[config.mk]
export PLATFORM = sky130hd
export DESIGN_NAME = alu_logic_pipe
export DESIGN_NICKNAME = d
export VERILOG_FILES = /design/src/rtl/alu_logic_pipe.sv
export SDC_FILE = /design/constraint.sdc
export NUM_CORES = 1
export LEC_CHECK = 0
export ABC_CLOCK_PERIOD_IN_PS = 1600
export CORE_MARGIN = 3
export CORE_UTILIZATION = 40
export CTS_CLUSTER_DIAMETER = 150
export CTS_CLUSTER_SIZE = 10
export DETAILED_ROUTE_END_ITERATION = 10
export PLACE_DENSITY = 0.69
export SYNTH_ARGS = -nofsm -noshare
export SYNTH_HDL_FRONTEND = slang
export SYNTH_SLANG_ARGS = --single-unit
[constraint.sdc]
create_clock -name clk -period 1.6 [get_ports clk]
set_input_delay 0.32 -clock clk [delete_from_list [all_inputs] [get_ports clk]]
set_output_delay 0.32 -clock clk [all_outputs]
set_load 0.01 [all_outputs]
[src/rtl/alu_logic_pipe.sv]
// Two-stage registered wrapper around the 32-bit AND / OR / bit-select logic units,
// with valid/ready handshake on both sides and a retired-operation counter.
module alu_logic_pipe #(
  parameter int CNT_W = 16
) (
  input  logic             clk,
  input  logic             rst_n,
  input  logic             in_valid,
  output logic             in_ready,
  input  logic [1:0]       op,
  input  logic [31:0]      x,
  input  logic [31:0]      y,
  output logic             out_valid,
  input  logic             out_ready,
  output logic [31:0]      f,
  output logic             zero,
  output logic             op_err,
  output logic [CNT_W-1:0] retire_cnt
);

  localparam logic [1:0] OP_AND    = 2'b00;
  localparam logic [1:0] OP_OR     = 2'b01;
  localparam logic [1:0] OP_BITSEL = 2'b10;
  localparam logic [1:0] OP_RSVD   = 2'b11;

  function automatic logic [31:0] logic_fn(input logic [1:0] o, input logic [31:0] a,
                                           input logic [31:0] b);
    logic [31:0] r;
    case (o)
      OP_AND:    r = a & b;
      OP_OR:     r = a | b;
      OP_BITSEL: r = a & (32'h0000_0001 << b[4:0]);
      default:   r = 32'h0000_0000;
    endcase
    return r;
  endfunction

  logic             s1_valid_r;
  logic [1:0]       op_r;
  logic [31:0]      x_r;
  logic [31:0]      y_r;
  logic             s2_valid_r;
  logic [31:0]      f_r;
  logic             zero_r;
  logic             op_err_r;
  logic [CNT_W-1:0] retire_cnt_r;

  logic        s2_free_s;
  logic        s1_adv_s;
  logic        accept_s;
  logic [31:0] fn_s;

  // Handshake decode; in_ready is a deliberate combinational path from out_ready.
  always_comb begin
    s2_free_s = 1'b0;
    s1_adv_s  = 1'b0;
    in_ready  = 1'b0;
    accept_s  = 1'b0;
    fn_s      = logic_fn(op_r, x_r, y_r);
    if (rst_n) begin
      s2_free_s = !s2_valid_r || out_ready;
      s1_adv_s  = s1_valid_r && s2_free_s;
      in_ready  = !s1_valid_r || s2_free_s;
      accept_s  = in_valid && in_ready;
    end else begin
      s2_free_s = 1'b0;
    end
  end

  // Stage 1: operand/opcode capture.
  always_ff @(posedge clk or negedge rst_n) begin
    if (!rst_n) begin
      s1_valid_r <= 1'b0;
      op_r       <= 2'b00;
      x_r        <= 32'h0000_0000;
      y_r        <= 32'h0000_0000;
    end else if (accept_s) begin
      s1_valid_r <= 1'b1;
      op_r       <= op;
      x_r        <= x;
      y_r        <= y;
    end else if (s1_adv_s) begin
      s1_valid_r <= 1'b0;
    end
  end

  // Stage 2: result register; bubbles move valid only so f and flags keep their last values.
  always_ff @(posedge clk or negedge rst_n) begin
    if (!rst_n) begin
      s2_valid_r <= 1'b0;
      f_r        <= 32'h0000_0000;
      zero_r     <= 1'b0;
      op_err_r   <= 1'b0;
    end else if (s2_free_s) begin
      s2_valid_r <= s1_valid_r;
      if (s1_valid_r) begin
        f_r      <= fn_s;
        zero_r   <= (fn_s == 32'h0000_0000);
        op_err_r <= (op_r == OP_RSVD);
      end
    end
  end

  // Retired-operation counter, wraps freely.
  always_ff @(posedge clk or negedge rst_n) begin
    if (!rst_n) begin
      retire_cnt_r <= {CNT_W{1'b0}};
    end else if (s2_valid_r && out_ready) begin
      retire_cnt_r <= retire_cnt_r + {{(CNT_W-1){1'b0}}, 1'b1};
    end
  end

  assign out_valid  = s2_valid_r;
  assign f          = f_r;
  assign zero       = zero_r;
  assign op_err     = op_err_r;
  assign retire_cnt = retire_cnt_r;

endmodule
After elaboration in Yosys (flattened, before gate mapping)
Cells that the tools add are included.
Widths: inputs -> output; s select.
{"block": "op_classes", "addsub": 1, "n_eq_ne": 3, "shifts": 1, "n_mux": 7, "n_bitwise": 3, "n_reduce_logical": 11}
{"operator": "$pmux 32 s3", "count": 1}
{"operator": "$and 32x32->32", "count": 2}
{"operator": "$logic_not 32->1", "count": 1}
{"operator": "$or 32x32->32", "count": 1}
{"operator": "$shl 1x5->32 const A", "count": 1}
{"operator": "$add 16x1->16 const B", "count": 1}
{"operator": "$mux 1", "count": 6}
{"operator": "$eq 2x2->1 const B", "count": 2}
{"operator": "$logic_and 1x1->1", "count": 3}
{"operator": "$eq 2x1->1 const B", "count": 1}
{"operator": "$logic_not 1->1", "count": 2}
{"operator": "$logic_not 2->1", "count": 1}
{"operator": "$logic_or 1x1->1", "count": 2}
{"operator": "$reduce_and 2->1", "count": 1}
{"operator": "$reduce_bool 2->1", "count": 1}
{"block": "totals", "register_bits": 118, "out_inout_bits": 52, "word_cells": 35}

Logic depth before layout (Yosys ltp)
{"block": "depth", "ltp_word": 6, "mapped_depth": 8, "ltp_nobuf": 5}

Worst setup path before layout
OpenSTA, ideal clock, no wires.
{"block": "synth_path", "path_kind": "register to register", "start": "register op_r[0]", "end": "register zero_r (netlist: zero)", "arrival_ps": 1620, "required_time_ps": 1508, "setup_slack_ps": -111, "path_stages_with_launch": 7, "path_buffers": 1, "synth_period_minus_slack_ps": 1711, "cell_sequence": "dfrtp_1 -> buf_6 -> maj3_2 -> a32o_1 -> a2111oi_2 -> o2111ai_1 -> o31ai_2"}
{"block": "synth_via", "elab_chain_cells": 3}
{"item": "start: declaration", "line": "39", "rtl": "logic [1:0] op_r;"}
{"item": "start signal: assignment", "line": "79", "rtl": "op_r <= op;"}
{"item": "$eq 2x2->1 (tied with other cells)", "line": "29", "rtl": "case (o)"}
{"item": "$pmux 32 s3 (*)", "line": "29"}
{"item": "$logic_not 32->1 (*)", "line": "98", "rtl": "zero_r <= (fn_s == 32'h0000_0000);"}
{"item": "end signal: assignment", "line": "98"}
{"item": "end: declaration", "line": "44", "rtl": "logic zero_r;"}
Every way passes the cells marked *; elsewhere a longest branch is shown, timed or not.
A chain may end at the register's enable or synchronous reset.

Worst setup path in the final report
Same ends and word-level chain as after synthesis.

==> results.md <==
* Total CTS buffers at 17
* CTS root buffer: clkbuf_16
* First-pass GRT wire length at between 20000 and 30000 µm
* I/O Pins at 122
* Setup TNS at -1.90 ns
* RSZ-0062 raised after global routing: yes
* Register bit total from synthesis at between 100 and 150
* Syn_area_per_cell at 11.1 µm²
* Post-DP Area at 7970 µm²
* WL/cell at 19.5 µm
* Clock H-tree levels at 4
* Hold Vio Cnt, Final at 0
* Post-synthesis cell area at around 5800 µm²
* HP Class: in2async
* CTS sink count at around 120
* Critical Path Source Type: flop
* Vias in the first global route at 5256
* Max_cap viols at 0
* P_leak at 4.08 nW
* Pre-CTS setup slack at -0.466 ns
* Buffers on Ports at 121
* M3 GR Usage at 0.0522
* Starting DRT DRC Count at ~380
* Pin count of the biggest net entering global routing at 104
* Core box area at 14000 µm²
* GRT Util Overall at 0.228
* Share of the synthesized area in the top cell type at 0.508
* Final setup margin at -0.349 ns
* Sw Share at 0.318
* Worst vdd ir at 877 µV
* Asr flop ratio synth at 1.00
* Initial Utilization at 0.414
* Netlist cell types at 52
* Setup Viol. Count Final at 18
* Die height at roughly 130 µm
* Site Rows at 43
* Power Density at 1390 nW/µm²
* Ys flop type: dfrtp_1
* Reg2Reg Depth at 6
* R2r setup slk at -0.35 ns
* Worst-path fanout max at 5
* Grt total ovfl at 0
* Status: finished, violations left
* R2R Path Start: op_r[0]
* Period utilisation layout at 1.22
* CP arrival at 2.28 ns
* CTS max path bufs at 2
* Drt via density at 5.53
* Post-detail-place hpwl at 13000 µm
* Grt met2 use at 0.384
* Final wirelength at ~19000 µm
* Switching power at 4.04 mW
* Post-route ant nets at 0
* TritonCTS clock tree: built
* Grt met1 use at 0.291
* Slew Limit Fails at 0
* Final Util at 0.648
* Reg2reg end: zero
* Slew @ Worst Pin at 0.548 ns
* Total vias in the final route at 5255
* Number of flops mapped to enable cells by yosys at 0
* Layout Skew at 0.0115 ns
* Internal power at just under 9 mW
* Part of the power in combinational logic at 0.340
* CP Capture Type: flop
* Clock power frac at 0.320
* Failing checks: setup timing
* Post-synth net total at 595
* Drt drc at 0
* WS Path Type: reg2reg
* YS warnings at 0
* Layout cells sized above 1 at 0.398
* Layout area overhead at 56.4%
* CP required at around 1.9 ns
* Initial antenna violation count at 0
* Top Usage Layer GRT: met2
* Final instance area at 9100 µm²
* Post-Synthesis Cells at 524
* Top post-synthesis cells by area: dfrtp_1, mux2_2, o21ai_0
* Drt pass-1 iters at 6
* Routability cong. at 0.922
* Sequential share of power at 0.339
* Peak Freq at roughly 500 MHz
* Chip width at between 100 and 150 µm
* Register area share after synthesis at 0.508
* ANT cells at 0
* Die ar. at 16000 µm²
* Cell taking the most area after synthesis: dfrtp_1
* Clk slew on worst S/H paths at 0.06 ns
* Fin crit period at 1.95 ns
* Clock Latency Late Sink at 0.42 ns
* Slew headroom at 0.635
* Nets at 830
worst max-delay path, cell delays in order (launching register included):
cell       delay, ns
dfrtp_2         0.45
buf_6           0.14
maj3_2          0.30
a32o_2          0.26
a2111oi_4       0.29
o2111ai_2       0.18
o31ai_2         0.25
power groups by stage:
stage	clock network, mW	registers [mW]	logic, mW
final	4.06	4.31	4.32
after global placement	0	4.31	3.92
after CTS	4.12	4.29	4.03
after floorplan	0	4.39	1.69
after global routing	4.25	4.41	4.62
after detailed placement	0	4.34	4.00
synthesized netlist by cell type, types with 10 or more instances:
cell	count
a211oi_1	10
a21oi_1	30
a31oi_1	14
buf_2	15
clkbuf_1	11
dfrtp_1	118
maj3_1	13
mux2_2	80
nand2_1	52
nand3_1	13
nor2_1	12
nor4_1	14
o21ai_0	41
worst max-delay path by stage:
stage,from,endpoint,cells past startpoint,slack (ns)
4_1_cts,op_r[0],zero,6,-0.34
6_report,op_r[0],zero,6,-0.35
5_1_grt,y_r[0],zero,7,-0.38
3_5_place_dp,op_r[0],zero,6,-0.47
3_3_place_gp,op_r[0],zero,7,-0.49
2_1_floorplan,op_r[0],zero,6,-0.11
metal layers:
| metal | vias up | routed length, µm |
|---|---|---|
| li1 | 2423 | - |
| met1 | 2625 | 7760 |
| met2 | 181 | 9390 |
| met3 | 26 | 978 |
| met4 | 0 | 414 |
| met5 | - | 0 |
layout make-up:
type,instances,area (µm²)
repair buffers,247,2240
well taps,180,225
clock inverters,12,178
flip-flops and latches,118,2960
multi-input cells,367,3000
fillers,1092,4940
clock buffers,19,453
inverters,8,33.8
cell families after synthesis:
logic type | share of synthesized area
compound gates | 0.140
simple gates | 0.109
flops | 0.508
mux | 0.158
buf+inv | 0.0323
fa+ha+maj | 0.0303
xor+xnor | 0.0226
cell usage in the layout (no fill, tap or decap), types with 5 or more instances in the layout:
cell | Yosys | final
a32oi_2 | 0 | 6
nor2_1 | 12 | 7
inv_1 | 7 | 5
a32o_2 | 0 | 5
buf_4 | 2 | 106
clkbuf_16 | 0 | 19
clkdlybuf4s50_1 | 0 | 68
dlygate4sd2_1 | 0 | 51
mux2_2 | 80 | 80
a31oi_1 | 14 | 10
dfrtp_1 | 118 | 111
buf_6 | 2 | 12
a211oi_1 | 10 | 10
maj3_2 | 3 | 6
nor4_1 | 14 | 12
o21ai_0 | 41 | 21
o21ai_1 | 0 | 19
maj3_1 | 13 | 10
buf_12 | 0 | 6
xnor2_1 | 9 | 9
nand3_1 | 13 | 11
nand2_1 | 52 | 51
xor2_1 | 6 | 6
dfrtp_2 | 0 | 7
a21oi_1 | 30 | 28
registers in the layout (all words and copies together) (netlist names):
register	cells
f	32
op_err	1
op_r	2
out_valid	1
retire_cnt	16
s1_valid_r	1
x_r	32
y_r	32
zero	1
metrics by stage:
step                      hold WS, ns  power (mW)  cells
final                          0.0567        12.7    951
after detailed placement        0.407        8.35    901
after floorplan                0.0244        6.08    524
after global placement          0.401        8.23    901
after CTS                      0.0766        12.4    943
after global routing            0.101        13.3    951
timing repair:
item                                    in CTS  in global routing
hold buffers                                 1                  0
endpoints found under the setup margin      78                 37
gates cloned                                 0                  2
resized for setup                          110                 52
setup buffers                               10                  8
pin swaps                                   17                 26
hold endpoints to repair                    15                  0
No activity file was read; power rests on OpenSTA's default activity.
